**src/rtl/fifo_burst_reader_if.sv**
```systemverilog
// FIFO read port plus the outgoing valid/ready stream of the burst reader.
// master = the reader, slave = the FIFO/consumer side.
interface fifo_burst_reader_if #(
    parameter int P_DATA_WIDTH = 4
);
    logic                    o_rd_en;
    logic [P_DATA_WIDTH-1:0] i_rdata;
    logic                    i_rempty;
    logic [P_DATA_WIDTH-1:0] o_data;
    logic                    o_valid;
    logic                    o_last;
    logic                    i_ready;

    modport master (
        output o_rd_en,
        input  i_rdata,
        input  i_rempty,
        output o_data,
        output o_valid,
        output o_last,
        input  i_ready
    );

    modport slave (
        input  o_rd_en,
        output i_rdata,
        output i_rempty,
        input  o_data,
        input  o_valid,
        input  o_last,
        output i_ready
    );
endinterface

```
**src/rtl/fifo_burst_reader.sv**
```systemverilog
// Drains a programmed number of words from a FIFO read port onto a valid/ready
// stream; a 2-entry skid buffer absorbs the FIFO's 1-cycle read latency.
module fifo_burst_reader #(
    parameter int P_DATA_WIDTH = 4,
    parameter int P_LEN_WIDTH  = 8
) (
    input  logic                   i_clk,
    input  logic                   i_rst,
    input  logic                   i_start,
    input  logic [P_LEN_WIDTH-1:0] i_len,
    output logic                   o_busy,
    output logic                   o_done,
    output logic [P_LEN_WIDTH-1:0] o_cnt,
    fifo_burst_reader_if.master    bus
);

    typedef enum logic [1:0] {
        S_IDLE  = 2'd0,
        S_BURST = 2'd1,
        S_DONE  = 2'd2
    } state_t;

    state_t state, state_nxt;

    logic [P_LEN_WIDTH-1:0]  len_q;
    logic [P_LEN_WIDTH-1:0]  issued_q;
    logic [P_LEN_WIDTH-1:0]  cnt_q;
    logic                    inflight_q;
    logic [1:0]              buf_cnt_q;
    logic [P_DATA_WIDTH-1:0] buf0_q;
    logic [P_DATA_WIDTH-1:0] buf1_q;

    logic       start_ok;
    logic       valid;
    logic       pop;
    logic       last_word;
    logic       last_pop;
    logic       rd_en;
    logic [2:0] occ_after;

    assign start_ok  = i_start && (i_len != '0);
    assign valid     = (buf_cnt_q != 2'd0);
    assign pop       = valid && bus.i_ready;
    assign last_word = (cnt_q == len_q - P_LEN_WIDTH'(1));
    assign last_pop  = pop && last_word;

    // Occupancy once this cycle's returning word lands and any pop leaves;
    // a new read is only safe if that leaves room for it.
    assign occ_after = {1'b0, buf_cnt_q} + {2'b00, inflight_q} - {2'b00, pop};

    always_ff @(posedge i_clk) begin
        if (i_rst) state <= S_IDLE;
        else       state <= state_nxt;
    end

    always_comb begin
        state_nxt = state;
        case (state)
            S_IDLE:  if (start_ok) state_nxt = S_BURST;
            S_BURST: if (last_pop) state_nxt = S_DONE;
            S_DONE:  state_nxt = S_IDLE;
            default: state_nxt = S_IDLE;
        endcase
    end

    always_comb begin
        rd_en  = 1'b0;
        o_busy = 1'b0;
        o_done = 1'b0;
        case (state)
            S_BURST: begin
                o_busy = 1'b1;
                rd_en  = !bus.i_rempty && (issued_q < len_q) && (occ_after < 3'd2);
            end
            S_DONE: begin
                o_busy = 1'b1;
                o_done = 1'b1;
            end
            default: ;
        endcase
    end

    always_ff @(posedge i_clk) begin
        if (i_rst) begin
            len_q      <= '0;
            issued_q   <= '0;
            cnt_q      <= '0;
            inflight_q <= 1'b0;
            buf_cnt_q  <= 2'd0;
            buf0_q     <= '0;
            buf1_q     <= '0;
        end else begin
            inflight_q <= rd_en;
            if (state == S_IDLE && start_ok) begin
                len_q    <= i_len;
                issued_q <= '0;
                cnt_q    <= '0;
            end
            if (rd_en) issued_q <= issued_q + P_LEN_WIDTH'(1);
            if (pop)   cnt_q    <= cnt_q + P_LEN_WIDTH'(1);

            // buf0 is always the head; buf1 only holds a word behind it
            case ({inflight_q, pop})
                2'b10: begin
                    if (buf_cnt_q == 2'd0) buf0_q <= bus.i_rdata;
                    else                   buf1_q <= bus.i_rdata;
                    buf_cnt_q <= buf_cnt_q + 2'd1;
                end
                2'b01: begin
                    buf0_q    <= buf1_q;
                    buf_cnt_q <= buf_cnt_q - 2'd1;
                end
                2'b11: begin
                    if (buf_cnt_q == 2'd1) begin
                        buf0_q <= bus.i_rdata;
                    end else begin
                        buf0_q <= buf1_q;
                        buf1_q <= bus.i_rdata;
                    end
                end
                default: ;
            endcase
        end
    end

    assign bus.o_rd_en = rd_en;
    assign bus.o_valid = valid;
    assign bus.o_data  = buf0_q;
    assign bus.o_last  = valid && last_word;
    assign o_cnt       = cnt_q;

endmodule

```
**src/flat_wrapper.sv**
```systemverilog
// flat-port wrapper written by rule: the top's interface ports become plain ports
module fifo_burst_reader_flat 
#(
    parameter int P_DATA_WIDTH = 4,
    parameter int P_LEN_WIDTH  = 8
)
  (i_clk, i_rst, i_start, i_len, o_busy, o_done, o_cnt, bus_o_rd_en, bus_i_rdata, bus_i_rempty, bus_o_data, bus_o_valid, bus_o_last, bus_i_ready);
  fifo_burst_reader_if #(.P_DATA_WIDTH(P_DATA_WIDTH)) bus_i ();
  input  logic i_clk;
  input  logic i_rst;
  input  logic i_start;
  input  logic [P_LEN_WIDTH-1:0] i_len;
  output logic o_busy;
  output logic o_done;
  output logic [P_LEN_WIDTH-1:0] o_cnt;
  output wire logic [$bits(bus_i.o_rd_en)-1:0] bus_o_rd_en;
  input wire logic [$bits(bus_i.i_rdata)-1:0] bus_i_rdata;
  input wire logic [$bits(bus_i.i_rempty)-1:0] bus_i_rempty;
  output wire logic [$bits(bus_i.o_data)-1:0] bus_o_data;
  output wire logic [$bits(bus_i.o_valid)-1:0] bus_o_valid;
  output wire logic [$bits(bus_i.o_last)-1:0] bus_o_last;
  input wire logic [$bits(bus_i.i_ready)-1:0] bus_i_ready;
  assign bus_o_rd_en = bus_i.o_rd_en;
  assign bus_i.i_rdata = bus_i_rdata;
  assign bus_i.i_rempty = bus_i_rempty;
  assign bus_o_data = bus_i.o_data;
  assign bus_o_valid = bus_i.o_valid;
  assign bus_o_last = bus_i.o_last;
  assign bus_i.i_ready = bus_i_ready;
  fifo_burst_reader #(.P_DATA_WIDTH(P_DATA_WIDTH), .P_LEN_WIDTH(P_LEN_WIDTH)) u_core (.i_clk(i_clk), .i_rst(i_rst), .i_start(i_start), .i_len(i_len), .o_busy(o_busy), .o_done(o_done), .o_cnt(o_cnt), .bus(bus_i));
endmodule
```
**config.mk**
```make
export PLATFORM = sky130hd
export DESIGN_NAME = fifo_burst_reader_flat
export DESIGN_NICKNAME = d
export VERILOG_FILES = /design/src/rtl/fifo_burst_reader_if.sv /design/src/rtl/fifo_burst_reader.sv /design/src/flat_wrapper.sv
export SDC_FILE = /design/constraint.sdc
export NUM_CORES = 1
export LEC_CHECK = 0
export ABC_AREA = 1
export BUFFER_PORTS_ARGS = -buffer_cell sky130_fd_sc_hd__buf_2
export CORE_MARGIN = 2
export CORE_UTILIZATION = 30
export DETAILED_ROUTE_END_ITERATION = 6
export PLACE_DENSITY = 0.48
export REMOVE_ABC_BUFFERS = 1
export SYNTH_ARGS = -nofsm -noshare
export SYNTH_HDL_FRONTEND = slang
export SYNTH_SLANG_ARGS = --single-unit
```
**constraint.sdc**
```tcl
create_clock -name i_clk -period 5.1 [get_ports i_clk]
set_input_delay 0 -clock i_clk [delete_from_list [all_inputs] [get_ports i_clk]]
set_output_delay 0 -clock i_clk [all_outputs]
set_load 0.01 [all_outputs]
```
==> metrics.md <==
| Metric | Value |
|---|---|
| Outcome | `completed` |
| Hold Path Class | `in -> reg` |
| Max stage delay on crit path | `between 0.4 and 0.5 ns` |
| Slew headroom | `56.95%` |
| Post-synth cell types | `31` |
| Ant diodes | `0` |
| FF-to-FF End | `u_core.issued_q[7]` |
| Commonest cells post-synth | `nand2_1, dfxtp_1, inv_1` |
| Final period util | `around three fifths` |
| Req. time, crit path | `5.10 ns` |
| Routed vias/inst | `~4.6` |
| Peak VDD IR | `roughly 0.00015 V` |
| Largest net degree at the start of global routing | `26` |
| Routed Wire Length | `about 5300 um` |
| Power Internal | `0.0006044 W` |
| Leakage | `about 1.2 nW` |
| Synth area leaders | `dfxtp_1, nand2_1, ha_1` |
| Starting Density | `a little under a third` |
| Switch Pwr | `0.0004580 W` |
| Worst Setup Start Kind | `flop` |
| Cells along the critical path | `inv_1 -> ha_1 -> inv_1 -> nand2_4 -> nor2_1 -> inv_1 -> nand2_1 -> inv_1 -> nor2_1 -> inv_1 -> fa_1 -> nand3_1 -> nor3_4 -> nand2_4 -> inv_2 -> buf_2` |
| Syn-to-layout area delta | `17.46%` |
| Post-synthesis sequential element count | `37` |
| Die Wd | `between 90 and 100 um` |
| Vias in the first global route | `around 2000` |
| Max FO, Critical Path | `10` |
| Gr ovfl total | `0` |
| Via count | `approximately 2100` |
| Worst r2r path cells | `17` |
| Core area | `0.007214 mm2` |
| Setup Buffers After CTS | `0` |
| Worst r2r src | `u_core.buf_cnt_q[1]` |
| First-pass GRT wire length | `approximately 9200 um` |
| Sequential Power Share | `about 36%` |
| Final Hold Vio Count | `0` |
| Switching share of power | `43.11%` |
| Tot GR Track Use | `between 10 and 15%` |
| Data arrival, critical path | `3.11 ns` |
| Clock Sinks | `37` |
| Final-layout fill cell count | `804` |
| Root Driver | `clkbuf_8` |
| Clock skew | `~0.007 ns` |
| Warnings from Yosys | `0` |
| Setup TNS | `0 ns` |
| Post-CTS sizing | `0` |
| Fmax | `around 0.32 GHz` |
| Gate power share | `between 40% and 50%` |
| Hold Crit Endpoint | `u_core.len_q[2]` |
| CTS tree | `yes` |
| CP Capture Type | `primary output` |
| Power per cell area | `407.2 mW/mm2` |
| Die area | `around 0.0081 mm2` |
| # port buffers | `33` |
| Num CTS Buffers | `5` |
| Clock latency on the worst-skew pair | `between 0.2 and 0.3 ns` |
| Fin. max-slew vios | `0` |
| Io pins | `34` |
| Initial antenna violation count | `0` |
| Mapped Cells | `about 320` |
| Initial DRC count | `94` |
| Clock power share | `approximately a fifth` |
| Share of the synthesized area in the top cell type | `between 30% and 40%` |
| Fraction of registers with async set/reset | `0%` |
| Worst hold margin | `0.009651 ns` |
| Dominant delay contributor by cell family on the critical path | `simple AND/OR/NAND/NOR gates` |
| Final setup violation count | `0` |
| Setup Crit Path Kind | `reg -> out` |
| Hold Path Cell Cnt | `3` |
| Clk buf depth | `2` |
| Yosys top cell by area | `dfxtp_1` |
| # DRC | `0` |
| H-tree Lvls | `2` |
| Seq/Total Area, Yosys | `between 30 and 40%` |
| HP Start | `i_len[2]` |
| Synth Flop Type | `dfxtp_1` |
| Share of cells above drive strength 1 | `~18%` |
| Top cell by count, worst path | `inv_1` |
| CP bufs+invs | `7` |
| EDFF count, synth | `0` |
| Post-layout min period | `3.105 ns` |
| Most frequent cell after synthesis | `nand2_1` |
| Slew @ Worst Pin | `0.6450 ns` |
| Clock transition at path regs | `0.08 ns` |
| Layout net count | `approximately 390` |
| Max-cap violations | `0` |
| Final antenna-violating net count | `0` |
| Placement Rows | `31` |
| Post-Syn Area | `approximately 0.0022 mm2` |
| Hpwl dp | `~4200 um` |
| RSZ-0062 raised after global routing | `false` |
| Total power | `around 0.0011 W` |
| Drt pass-1 iters | `4` |
| Syn_area_per_cell | `6.962 um2` |
| DR WL/cell | `about 12 um` |
| Slowest-stage cell, CP | `fa_1` |
| Die height | `between 90 and 100 um` |
| # hold bufs at CTS | `3` |
| Reg2reg setup slack | `2.14 ns` |
| GP Congestion | `0.7912` |
-- cell usage in the layout, fill, tap and decap left out, types with 4 or more instances in the layout --
cell type and count:
nand2_1 67, inv_1 37, dfxtp_1 37, buf_2 33, nor2_1 29, nand3_1 29, a21oi_1 28, o21ai_0 24
ha_1 15, nor2_2 5, nand4_1 5, clkbuf_8 5, xor2_1 4, nand2_2 4
-- kinds of logic (layout without fill, tap and decap cells) --
group | count (synthesis) | count (layout) | synth area share [%]
fa+ha+maj | 16 | 16 | 9.352
mux | 3 | 3 | 1.352
flops | 37 | 37 | 33.35
buf+inv | 46 | 86 | 7.887
xor+xnor | 6 | 6 | 2.366
simple gates | 151 | 151 | 31.27
compound gates | 60 | 60 | 14.42
-- metrics by stage --
stage	setup WS, ns	util, %	instance area [um2]	std cells
floorplan	2.389	-	2200	314
detailed placement	2.127	34.60	2496	447
CTS	1.954	36.16	2609	458
finish	1.995	36.16	2609	458
global route	1.691	36.16	2609	458
global placement	2.270	34.60	2496	447
-- worst register-to-register path, stage by stage, from the launching register on --
cell and delay [ns]:
dfxtp_1 0.38, inv_1 0.10, ha_1 0.20, inv_1 0.14
nand2_4 0.10, nor2_1 0.22, inv_1 0.07, nand2_1 0.08
inv_1 0.06, nor2_1 0.13, inv_1 0.07, fa_1 0.47
nand3_1 0.12, nor3_4 0.35, nand2_4 0.15, inv_2 0.08
nand2_1 0.04, a21oi_1 0.14
-- layout make-up --
class	instances	area (um2)	area share, %
Sequential cell	37	740.7	28.39
Timing Repair Buffer	37	202.7	7.770
Tap cell	99	123.9	4.748
Clock inverter	2	10.01	0.3837
Inverter	41	153.9	5.899
Clock buffer	6	72.57	2.782
Multi-Input combinational cell	236	1305	50.02
-- routing by layer --
layer	share of wire [%]	GRT usage, %	vias to the layer above
met2	46	23.56	38
met1	49	17.58	922
met4	1.1	3.462	0
met3	4.3	3.353	6
met5	0	0	-
li1	-	-	1124
-- worst max path at each step --
stage | endpoint | start | cells past startpoint
finish | bus_o_rd_en | u_core.buf_cnt_q[1] | 16
global route | bus_o_rd_en | u_core.buf_cnt_q[1] | 16
detailed placement | u_core.issued_q[7] | u_core.buf_cnt_q[1] | 17
global placement | u_core.issued_q[0] | u_core.buf_cnt_q[1] | 17
floorplan | u_core.issued_q[7] | u_core.buf_cnt_q[1] | 17
CTS | bus_o_rd_en | u_core.buf_cnt_q[1] | 16
-- power by group through the flow --
stage               logic (W)  registers (W)  clock network [W]
floorplan            0.000357       0.000384                  0
finish               0.000479       0.000379           0.000204
global placement     0.000478       0.000386                  0
CTS                  0.000485       0.000379           0.000215
detailed placement   0.000481       0.000386                  0
global route         0.000550       0.000387           0.000226
-- registers in the layout (all words and copies together), names as in the netlist --
signal	count
u_core.inflight_q	1
u_core.o_cnt	8
u_core.buf_cnt_q	2
u_core.state	2
u_core.issued_q	8
u_core.buf1_q	4
u_core.len_q	8
u_core.bus.o_data	4
Power figures use the tool's default switching activity.
